**config.mk**
```make
export PLATFORM = sky130hd
export DESIGN_NAME = morse_element_classifier
export DESIGN_NICKNAME = d
export VERILOG_FILES = /design/src/rtl/morse_element_classifier.sv
export SDC_FILE = /design/constraint.sdc
export NUM_CORES = 1
export LEC_CHECK = 0
export ABC_AREA = 1
export CAP_MARGIN = 20
export CORE_ASPECT_RATIO = 0.6
export CORE_MARGIN = 4
export CORE_UTILIZATION = 35
export DETAILED_ROUTE_END_ITERATION = 16
export PLACE_DENSITY = 0.6
export SETUP_SLACK_MARGIN = 0.3
export SYNTH_ARGS = -nofsm -noshare
export SYNTH_HDL_FRONTEND = slang
export SYNTH_SLANG_ARGS = --single-unit
```
**constraint.sdc**
```tcl
create_clock -name clk -period 3.4 [get_ports clk]
set_input_delay 0.51 -clock clk [delete_from_list [all_inputs] [get_ports clk]]
set_output_delay 0.51 -clock clk [all_outputs]
set_load 0.01 [all_outputs]
```
**src/rtl/morse_element_classifier.sv**
```systemverilog
// Morse element classifier: synchronised key level -> DIT/DAH/GAP/SPACE/ERR strobes.
// Optional glitch filter on the level path enabled by defining MORSE_DEBOUNCE_EN.
module morse_element_classifier #(
    parameter int CNT_WIDTH  = 27,
    parameter int MAX_ELEMS  = 6,
    parameter int DEB_CYCLES = 4
) (
    input  logic                 clk,
    input  logic                 reset,
    input  logic                 signal,
    input  logic [CNT_WIDTH-1:0] unit_cycles,
    output logic [2:0]           sym_code,
    output logic                 sym_valid,
    output logic [3:0]           elem_count,
    output logic                 busy
);

    localparam int TW = CNT_WIDTH + 3;

    typedef enum logic [1:0] {S_IDLE, S_MARK, S_ISPACE, S_LSPACE} state_t;
    typedef enum logic [2:0] {
        SYM_NONE  = 3'd0,
        SYM_DIT   = 3'd1,
        SYM_DAH   = 3'd2,
        SYM_GAP   = 3'd3,
        SYM_SPACE = 3'd4,
        SYM_ERR   = 3'd5
    } sym_t;

    state_t                 r_state, w_next;
    sym_t                   w_sym;
    logic                   r_sync1, r_sync2, r_vld1, r_vld2, r_armed, r_prev;
    logic                   w_lvl, w_edge, w_sat;
    logic [CNT_WIDTH-1:0]   r_cnt, r_unit, w_unit_in;
    logic [TW-1:0]          w_u, w_run, w_h, w_t2, w_t3, w_t5, w_t7;
    logic [2:0]             r_sym_code;
    logic                   r_sym_valid;
    logic [3:0]             r_elem_count, w_elem_next;

    always_ff @(posedge clk) begin
        if (reset) begin
            r_sync1 <= 1'b0;
            r_sync2 <= 1'b0;
            r_vld1  <= 1'b0;
            r_vld2  <= 1'b0;
            r_armed <= 1'b0;
        end else begin
            r_sync1 <= signal;
            r_sync2 <= r_sync1;
            r_vld1  <= 1'b1;
            r_vld2  <= r_vld1;
            // A mark already in progress at reset is discarded: marks are only
            // accepted once a genuine (post-reset) low sample has been seen.
            r_armed <= r_armed | (r_vld2 & ~r_sync2);
        end
    end

`ifdef MORSE_DEBOUNCE_EN
    localparam int DW = $clog2(DEB_CYCLES + 1);
    logic          r_lvl;
    logic [DW-1:0] r_deb_cnt;

    always_ff @(posedge clk) begin
        if (reset) begin
            r_lvl     <= 1'b0;
            r_deb_cnt <= '0;
        end else if (r_sync2 == r_lvl) begin
            r_deb_cnt <= '0;
        end else if (r_deb_cnt == DW'(DEB_CYCLES - 1)) begin
            r_lvl     <= ~r_lvl;
            r_deb_cnt <= '0;
        end else begin
            r_deb_cnt <= r_deb_cnt + DW'(1);
        end
    end
    assign w_lvl = r_lvl;
`else
    logic w_unused_deb;
    assign w_unused_deb = (DEB_CYCLES != 0);
    assign w_lvl        = r_sync2;
`endif

    assign w_edge    = w_lvl ^ r_prev;
    assign w_sat     = (r_cnt == '1);
    assign w_unit_in = (unit_cycles == '0) ? CNT_WIDTH'(1) : unit_cycles;

    always_ff @(posedge clk) begin
        if (reset) begin
            r_prev <= 1'b0;
            r_cnt  <= '0;
        end else begin
            r_prev <= w_lvl;
            if (w_edge)      r_cnt <= CNT_WIDTH'(1);
            else if (!w_sat) r_cnt <= r_cnt + CNT_WIDTH'(1);
        end
    end

    always_ff @(posedge clk) begin
        if (reset || r_state == S_IDLE) r_unit <= w_unit_in;
    end

    assign w_u   = TW'(r_unit);
    assign w_run = TW'(r_cnt);
    assign w_h   = w_u >> 1;
    assign w_t2  = w_u << 1;
    assign w_t3  = w_u * TW'(3);
    assign w_t5  = w_u * TW'(5);
    assign w_t7  = w_u * TW'(7);

    always_comb begin
        w_next      = r_state;
        w_sym       = SYM_NONE;
        w_elem_next = r_elem_count;
        case (r_state)
            S_IDLE: begin
                if (w_edge && w_lvl && r_armed) w_next = S_MARK;
            end
            S_MARK: begin
                if (w_edge) begin
                    if (w_sat || w_run < w_h || w_run >= w_t5) begin
                        w_sym = SYM_ERR;
                    end else if (r_elem_count == 4'(MAX_ELEMS)) begin
                        w_sym = SYM_ERR;
                    end else begin
                        w_sym       = (w_run < w_t2) ? SYM_DIT : SYM_DAH;
                        w_elem_next = r_elem_count + 4'd1;
                    end
                    w_next = S_ISPACE;
                end
            end
            S_ISPACE: begin
                if (w_edge) begin
                    w_next = S_MARK;
                end else if (w_run == w_t3) begin
                    w_sym       = SYM_GAP;
                    w_elem_next = '0;
                    w_next      = S_LSPACE;
                end
            end
            S_LSPACE: begin
                if (w_edge) begin
                    w_next = S_MARK;
                end else if (w_run == w_t7) begin
                    w_sym  = SYM_SPACE;
                    w_next = S_IDLE;
                end
            end
            default: w_next = S_IDLE;
        endcase
    end

    always_ff @(posedge clk) begin
        if (reset) begin
            r_state      <= S_IDLE;
            r_sym_code   <= '0;
            r_sym_valid  <= 1'b0;
            r_elem_count <= '0;
        end else begin
            r_state      <= w_next;
            r_sym_code   <= w_sym;
            r_sym_valid  <= (w_sym != SYM_NONE);
            r_elem_count <= w_elem_next;
        end
    end

    assign sym_code   = r_sym_code;
    assign sym_valid  = r_sym_valid;
    assign elem_count = r_elem_count;
    assign busy       = (r_state != S_IDLE);

endmodule

```
Word-level counts from Yosys, hierarchy flattened
Index checks and enable logic that the tools add are counted.

Flip-flop bits (word level): 70. Bits of input ports: 30. Logic and storage cells: 79.

Add/sub/neg operators: 2. Multiply operators: 3. Magnitude comparators: 3. Equality and inequality tests: 16. Mux-type cells: 25. Bitwise operators: 4. Reduce and logical (&&, ||, !) cells: 13.

Operators with widths (number): multiplier 27 x 3 -> 30 bit, second input constant (2); equality test 27 x 30 -> 1 bit (1); greater-or-equal comparator 27 x 30 -> 1 bit (1); equality test 27 x 29 -> 1 bit (1); multiplier 27 x 2 -> 29 bit, second input constant (1); less-than comparator 27 x 28 -> 1 bit (1); adder 27 x 1 -> 27 bit, second input constant (1); equality test 27 bit, second input constant (1); zero test 27 bit (1); less-than comparator 27 x 26 -> 1 bit (1); 2-to-1 mux 4 bit (5); 2-to-1 mux 2 bit (9); 2-to-1 mux 3 bit (5); inequality test 2 bit, second input constant (6); case mux 3 bit (3 select lines) (1); case mux 2 bit (4 select lines) (1); case mux 4 bit (2 select lines) (1); inequality test 3 bit, second input constant (2); AND reduction 6 bit (1); adder 4 x 1 -> 4 bit, second input constant (1); equality test 2 bit, second input constant (2); equality test 4 x 3 -> 1 bit, second input constant (1); AND reduction 4 bit (1); nonzero test 2 bit (2); other kinds (12) (17).

Longest topological paths before layout
Gate-level depths: netlist of run 1.

Word-level depth: 7. Depth in mapped cells: 27. Depth with buffers taken out: 27.

Worst setup path after synthesis of run 1
OpenSTA, ideal clock, no wires.

Path type: flip-flop to flip-flop. Start point: reg r_unit[3]. End point: reg r_elem_count[2], in the netlist elem_count[2]. Arrival: 3635 ps. Setup slack: -348 ps. Stages on the path, launching flop included: 27. Buffers on the path: 0. Clock period less this slack: 3748 ps. Cells stage by stage: edfxtp_1 -> ha_1 -> ha_1 -> inv_1 -> fa_1 -> inv_1 -> nand3_1 -> nand2_1 -> nand4_1 -> nand2_1 -> a31o_2 -> a21oi_1 -> xor2_1 -> ha_1 -> nand2_1 -> nor2_1 -> nand3_1 -> nor3_1 -> a31oi_1 -> a21boi_0 -> nand3_1 -> nand4_1 -> nand2_1 -> nand2_2 -> nand2_1 -> nand2_1 -> nor2_1.

Cells in the longest elaborated chain, start to end: 5. Elaborated cells between the ends (all ways): 10. Classes of those cells: mul: 2; order compare: 2; eq/ne: 3; reduce/logical: 3.

RTL lines: from (decl) (line 34) `logic [CNT_WIDTH-1:0] r_cnt, r_unit, w_unit_in;`; from (signal assigned) (line 99) `if (reset || r_state == S_IDLE) r_unit <= w_unit_in;`; multiplier 27 x 3 -> 30 bit / less-than comparator 27 x 26 -> 1 bit (equally long branches) (line 107, 120); greater-or-equal comparator 27 x 30 -> 1 bit / logical OR 1 bit (equally long branches) (line 120) `if (w_sat || w_run < w_h || w_run >= w_t5) begin`; logical OR 1 bit (line 120); inequality test 2 bit (no source line); AND reduction 6 bit (no source line) *; to (signal assigned) (line 162) `r_elem_count <= w_elem_next;`; to (decl) (line 38) `logic [3:0] r_elem_count, w_elem_next;`.

Every way passes the cells marked *; elsewhere a longest branch is shown, timed or not. A chain may end at the register's enable or synchronous reset.

Worst setup path after layout of run 1
Start point: reg r_unit[3]. End point: reg r_elem_count[1], in the netlist elem_count[1].

Same word-level chain as after synthesis.

==> results of run 1 <==
-- synth_stat cells (all sizes together), types with 5 or more instances --
library cell    n  area share [%]
nand2         526              17
inv           280             9.0
ha            185              20
nor2          178             5.8
a21oi         135             5.8
nand3         118             5.2
o21ai          59             2.5
nand4          45             2.5
dfxtp          43             7.4
xor2           41             3.1
xnor2          33             2.5
clkbuf         32             1.1
fa             29             5.0
edfxtp         27             7.0
nor3           25             1.2
o21bai         15            0.97
nor4           14            0.75
nand3b         12            0.77
buf             8            0.34
a31oi           5            0.27
or2             5            0.27
-- flip-flops by register name, summed over array words and instances, names as in the netlist --
name / cells
sym_valid: 1
r_unit: 27
r_vld1: 1
r_cnt: 27
r_state: 2
r_vld2: 1
r_prev: 1
sym_code: 3
r_sync2: 1
r_armed: 1
elem_count: 4
r_sync1: 1
-- power groups by stage --
stage	Sequential, mW	Combinational [mW]	Clock [mW]
after floorplan	1.23	6.67	0
after global placement	1.11	9.93	0
after detailed placement	1.12	10.1	0
after CTS	1.10	10.6	1.08
after global routing	1.11	12.4	1.11
final	1.10	11.0	1.06
-- worst reg2reg max path, stage by stage, from the launching register on --
cell and delay [ns]:
edfxtp_1 0.42, ha_1 0.31, ha_2 0.19, inv_2 0.05
fa_2 0.34, inv_2 0.07, nand3_2 0.06, nand2_2 0.08
nand4_1 0.13, nand2_2 0.15, a31o_4 0.16, a21oi_2 0.05
xor2_1 0.16, ha_1 0.32, nand2_1 0.09, nor2_2 0.05
nand3_2 0.06, nor3_2 0.04, a31oi_1 0.17, a21boi_1 0.09
nand3_1 0.10, nand4_1 0.12, buf_4 0.17, or2_2 0.28
a21oi_2 0.13
-- repair_timing --
item | in CTS | in global routing
pin swaps | 13 | 16
buffers inserted | 14 | 1
gates resized for setup | 42 | 16
setup endpoints to repair | 10 | 10
hold buffers | 0 | 0
-- logic make-up after synthesis --
group | count (synthesis)
AOI/OAI and AO/OA | 233
xor gates and xnor gates | 75
adders and majority gates | 214
buffers and inverters | 320
DFF | 70
and+or+nand+nor | 928
-- layout make-up --
type	count	share of cell area, %
Clock buffer	11	1.84
Clock inverter	5	0.427
Inverter	280	7.32
Multi-Input combinational cell	1450	63.7
Sequential cell	70	11.6
Tap cell	450	3.92
Timing Repair Buffer	198	11.1
-- how the worst min path moves through the flow --
stage	start	end	slack [ns]	cells after the start
3_3_place_gp	r_vld1$_DFF_P_	r_vld2$_SDFF_PP0_	0.40	2
5_1_grt	r_vld1$_DFF_P_	r_vld2$_SDFF_PP0_	0.43	2
4_1_cts	r_vld1$_DFF_P_	r_vld2$_SDFF_PP0_	0.41	2
2_1_floorplan	r_sync1$_SDFF_PP0_	r_sync2$_SDFF_PP0_	0.39	2
6_report	r_vld1$_DFF_P_	r_vld2$_SDFF_PP0_	0.41	2
3_5_place_dp	r_vld1$_DFF_P_	r_vld2$_SDFF_PP0_	0.40	2
-- metal layers --
layer | global-route usage [%] | up-vias | share of wire (%)
met3 | 4.11 | 39 | 8.3
met1 | 34.5 | 5779 | 52
met5 | 0 | - | 0
li1 | - | 6339 | -
met4 | 5.22 | 0 | 1.7
met2 | 31.9 | 420 | 38
==> flow_summary.toml, run 1 <==
[final_layout]
layout-drive-gt1-share_pct = 12.6
ff_latch_area_mm2 = 0.00167
final_util_pct = 44.0
layout_commonest_cell = "nand2_1"
fin_nets = 2253
multi_input_area_mm2 = 0.00915
final_cell_mix = "nand2_1 (518), inv_1 (276), nor2_1 (171), ha_1 (165), buf_4 (158)"
final_area_mm2 = 0.0144
fill_cells = 3460
fin_cells = 2464
syn2layout_area_growth_pct = 23.3
antenna_cells = 0

[logic_synthesis]
ys_warn_count = 0
synth_nets = 2084
muxShareOfSynthArea_pct = 0
ys_types = 46
ys_ff_latch = 70
synth-xor-area-share_pct = 5.76
avgSynthCellArea_um2 = 6.33
synth_flop_cell = "dfxtp_1"
yosys.area_share.adder_pct = 24.8
synth_compound_area_share_pct = 10.8
synthArstFlopShare_pct = 0
syn_inst = 1840
syn_area_mm2 = 0.0117
synth-edff-count = 27
seq_area_frac_synth_pct = 14.3
synth_simple_gate_area_share_pct = 33.8
synth_top_family_by_area = "simple AND/OR/NAND/NOR gates"

[clock_network]
numCtsBuffers = 9
htreeDepth = 3
clk_latency_ns = 0.37
cts_tree = "yes"
path_clk_slew_ns = 0.06
root_buffer = "clkbuf_16"
cts.sinks = 70
clockBufferDepth = 2

[sta]
layout_min_cycle_time_ns = 3.85
worst_hold_slack_ns = 0.408
grt_setup_unrepaired = "true"
hold_viol_final = 0
setup-tns-final_ns = -3.06
period_share_pct = 113
setup_viol = 10
fin_ws_ns = -0.454
drv_slew = 0
fin_skew_ns = 0.00913
max-slew-margin-rel_pct = 55.5
timing.fmax_mhz = 259
tightest_slew_ns = 0.667

[worst_setup_path]
worstPathMaxFanout = 4
path_buf_inv = 3
critical-path-slowest-cell = "edfxtp_1"
crit_path_max_incr_delay_ns = 0.42
end_kind = "flop"
cp_cell_sequence = "ha_1, ha_2, inv_2, fa_2, inv_2, nand3_2, nand2_2, nand4_1, nand2_2, a31o_4, a21oi_2, xor2_1, ha_1, nand2_1, nor2_2, nand3_2, nor3_2, a31oi_1, a21boi_1, nand3_1, nand4_1, buf_4, or2_2, a21oi_2"
path_depth = 24
cp.arrival_ns = 4.15
startpoint = "r_unit[3]$_SDFFCE_PN0P_"
cp-start-kind = "flop"
worst-endpoint-required_ns = 3.69
cpLargestDelayFamily = "adder cells"
reg2regPathDepth = 24
cp-endpoint = "elem_count[1]$_SDFFE_PP0P_"
reg2reg_slack_ns = -0.45
crit_type = "flop to flop"
timing.rr.end = "elem_count[1]$_SDFFE_PP0P_"
reg2reg_from = "r_unit[3]$_SDFFCE_PN0P_"

[power_and_ir_drop]
powerDensity_mw_per_mm2 = 918
total_power_mw = 13.2
combinationalPowerShare_pct = 83.6
switching_share_pct = 52.8
p_leak_nw = 7.46
p_int_mw = 6.22
ir_drop_uv = 417
clockPowerShare_pct = 8.0
p_sw_mw = 6.96
power_frac_seq_pct = 8.4

[hold_path]
min_path_type = "flop to flop"

[drt]
vias = 12600
drc = 0
wl_um = 40400
avgRoutedWirePerCell_um = 16.4
firstDrtPassIters = 5
viasPerCell = 5.10
drt-initial-drc-count = 1211
ant_nets = 0

[global_route]
grt_pass1_vias = 12000
antenna_found_initial = 0
grt_usage_pct = 22.3
grt_overflow_total = 0
grt_max_degree = 29
grt_first_pass_wirelength_um = 63600

[status]
violations = "negative setup slack"
status = "complete, but fails checks"

[die]
die_area_mm2 = 0.0364
rows = 51
die_w_um = 244
core_area_mm2 = 0.0326
io_pins = 39
initial_core_util_pct = 35.7
die_y_um = 149

[job]
maxCapViolCount = 0

[placement]
place_worst_setup_slack_ns = -0.464
placed_area_mm2 = 0.0136
dp.cells = 2433
gp_congestion = 0.979
portBuffers = 38
place_hpwl_um = 34800
Note: power is estimated with default switching activity, not from simulation.
==> inputs of run 2 (changes only) <==
--- a/config.mk
+++ b/config.mk
@@ -9,5 +9,5 @@
 export CAP_MARGIN = 20
 export CORE_ASPECT_RATIO = 0.6
-export CORE_MARGIN = 4
+export CORE_MARGIN = 2
 export CORE_UTILIZATION = 35
 export DETAILED_ROUTE_END_ITERATION = 16
==> constraint.sdc (replaced) <==
create_clock -name clk -period 3.4 [get_ports clk]
set_input_delay 0.68 -clock clk [delete_from_list [all_inputs] [get_ports clk]]
set_output_delay 0.68 -clock clk [all_outputs]
set_load 0.01 [all_outputs]
==> run 2 against run 1 <==
The flow still finishes with violations (negative setup slack). Sequential cell count unchanged. First-iteration DRC count decreased by 0.99%. Final area decreased by 0.69%. Critical path type unchanged. Clock-buffer cell count unchanged. Cell count decreased by 0.41%. Worst setup slack got worse by 0.0099 ns.
==> flow_summary.toml, run 2 (synthesis gave the netlist of run 1 again) <==
[clock_network]
cts_tree = "yes"
clockBufferDepth = 2
cts.sinks = 70
clk_latency_ns = 0.36
path_clk_slew_ns = 0.06
root_buffer = "clkbuf_16"
numCtsBuffers = 9
htreeDepth = 3

[placement]
dp.cells = 2426
portBuffers = 38
placed_area_mm2 = 0.0135
place_hpwl_um = 34600
gp_congestion = 0.974

[final_layout]
fin_nets = 2243
final_cell_mix = "nand2_1 (517), inv_1 (275), nor2_1 (168), ha_1 (165), buf_4 (147)"
ff_latch_area_mm2 = 0.00167
fin_cells = 2454
layout-drive-gt1-share_pct = 12.2
multi_input_area_mm2 = 0.00914
syn2layout_area_growth_pct = 22.4
fill_cells = 3423
final_util_pct = 43.7
layout_commonest_cell = "nand2_1"
antenna_cells = 0
final_area_mm2 = 0.0143

[drt]
drc = 0
vias = 12600
wl_um = 40200
viasPerCell = 5.13
ant_nets = 0
firstDrtPassIters = 5
avgRoutedWirePerCell_um = 16.4
drt-initial-drc-count = 1199

[worst_setup_path]
worstPathMaxFanout = 4
startpoint = "r_unit[9]$_SDFFCE_PN0P_"
end_kind = "flop"
reg2regPathDepth = 22
cp-start-kind = "flop"
cp.arrival_ns = 4.15
cp-endpoint = "elem_count[1]$_SDFFE_PP0P_"
crit_type = "flop to flop"
worst-endpoint-required_ns = 3.69
reg2reg_slack_ns = -0.46
reg2reg_from = "r_unit[9]$_SDFFCE_PN0P_"
timing.rr.end = "elem_count[1]$_SDFFE_PP0P_"

[power_and_ir_drop]
p_leak_nw = 7.39
powerDensity_mw_per_mm2 = 907
ir_drop_uv = 403

[die]
die_area_mm2 = 0.0348
rows = 51
die_w_um = 240
initial_core_util_pct = 35.7
core_area_mm2 = 0.0326
io_pins = 39
die_y_um = 145

[sta]
layout_min_cycle_time_ns = 3.86
tightest_slew_ns = 0.674
worst_hold_slack_ns = 0.403
hold_viol_final = 0
timing.fmax_mhz = 259
setup_viol = 10
grt_setup_unrepaired = "true"
period_share_pct = 114
max-slew-margin-rel_pct = 55.0
setup-tns-final_ns = -2.59
drv_slew = 0
fin_skew_ns = 0.00810
fin_ws_ns = -0.464

[hold_path]
min_path_type = "flop to flop"
hold_start = "r_vld1$_DFF_P_"

[global_route]
grt_max_degree = 29
grt_first_pass_wirelength_um = 62500
grt_usage_pct = 23.2
grt_pass1_vias = 11900
antenna_found_initial = 0
grt_overflow_total = 0

[job]
maxCapViolCount = 0

[status]
violations = "negative setup slack"
status = "complete, but fails checks"
## run 2: cell count changes in the layout (fill, tap and decap cells not counted), moves of 2 or more
cell     delta
buf_4      -11
nand3_1     +2
nand3_2     -2
nor2_1      -3
nor2_2      +3
## run 2: layout make-up
| class | instances | share of cell area [%] |
|---|---|---|
| Sequential cell | 70 | 11.7 |
| Clock buffer | 11 | 1.78 |
| Multi-Input combinational cell | 1450 | 64.1 |
| Timing Repair Buffer | 188 | 10.7 |
| Clock inverter | 5 | 0.395 |
| Tap cell | 450 | 3.95 |
| Inverter | 280 | 7.37 |
## run 2: how the worst min path moves through the flow
stage / to / slack [ns] / depth (start not counted)
after global routing: r_vld2$_SDFF_PP0_ / 0.44 / 2
after global placement: r_sync2$_SDFF_PP0_ / 0.39 / 2
after detailed placement: r_vld2$_SDFF_PP0_ / 0.40 / 2
after CTS: r_vld2$_SDFF_PP0_ / 0.41 / 2
after floorplan: r_sync2$_SDFF_PP0_ / 0.39 / 2
final: r_vld2$_SDFF_PP0_ / 0.40 / 2
## run 2: timing repair
item | CTS | global route
buffers inserted | 10 | 2
setup endpoints to repair | 10 | 10
pin swaps | 9 | 9
hold buffers | 0 | 0
gates resized for setup | 28 | 30
## run 2: worst max-delay path, cell delays in order, from the launching register on
cell      delay (ns)
edfxtp_1        0.50
ha_4            0.33
ha_4            0.21
nand2_1         0.06
nand2_1         0.07
a31oi_2         0.21
nand3_2         0.15
a21oi_2         0.20
buf_4           0.13
buf_4           0.09
xor2_1          0.22
ha_1            0.27
nand2_1         0.10
o21ai_0         0.10
a21oi_1         0.15
nand2_1         0.08
nand2_1         0.06
a21boi_1        0.07
nand3_1         0.11
nand4_1         0.13
buf_4           0.18
or2_2           0.26
a21oi_1         0.13
## run 2: metal layers
metal,wire [µm],up-vias,track usage (%)
met4,758,0,4.91
met3,4130,44,4.66
met1,20100,5755,35.9
li1,-,6315,-
met5,0,-,0
met2,15200,473,32.6
## run 2: metrics by stage
| stage | power [mW] | setup WS (ns) |
|---|---|---|
| after floorplan | 7.90 | -0.178 |
| after global placement | 11.0 | -0.345 |
| after detailed placement | 11.1 | -0.464 |
| after CTS | 12.5 | -0.396 |
| after global routing | 14.3 | -0.686 |
| final | 12.9 | -0.464 |
## run 2: power by group
part / total [mW] / switching (mW) / internal (mW)
Sequential: 1.11 / 0.106 / 1.00
Clock: 1.02 / 0.407 / 0.612
Combinational: 10.8 / 6.37 / 4.44
Total: 12.9 / 6.88 / 6.05
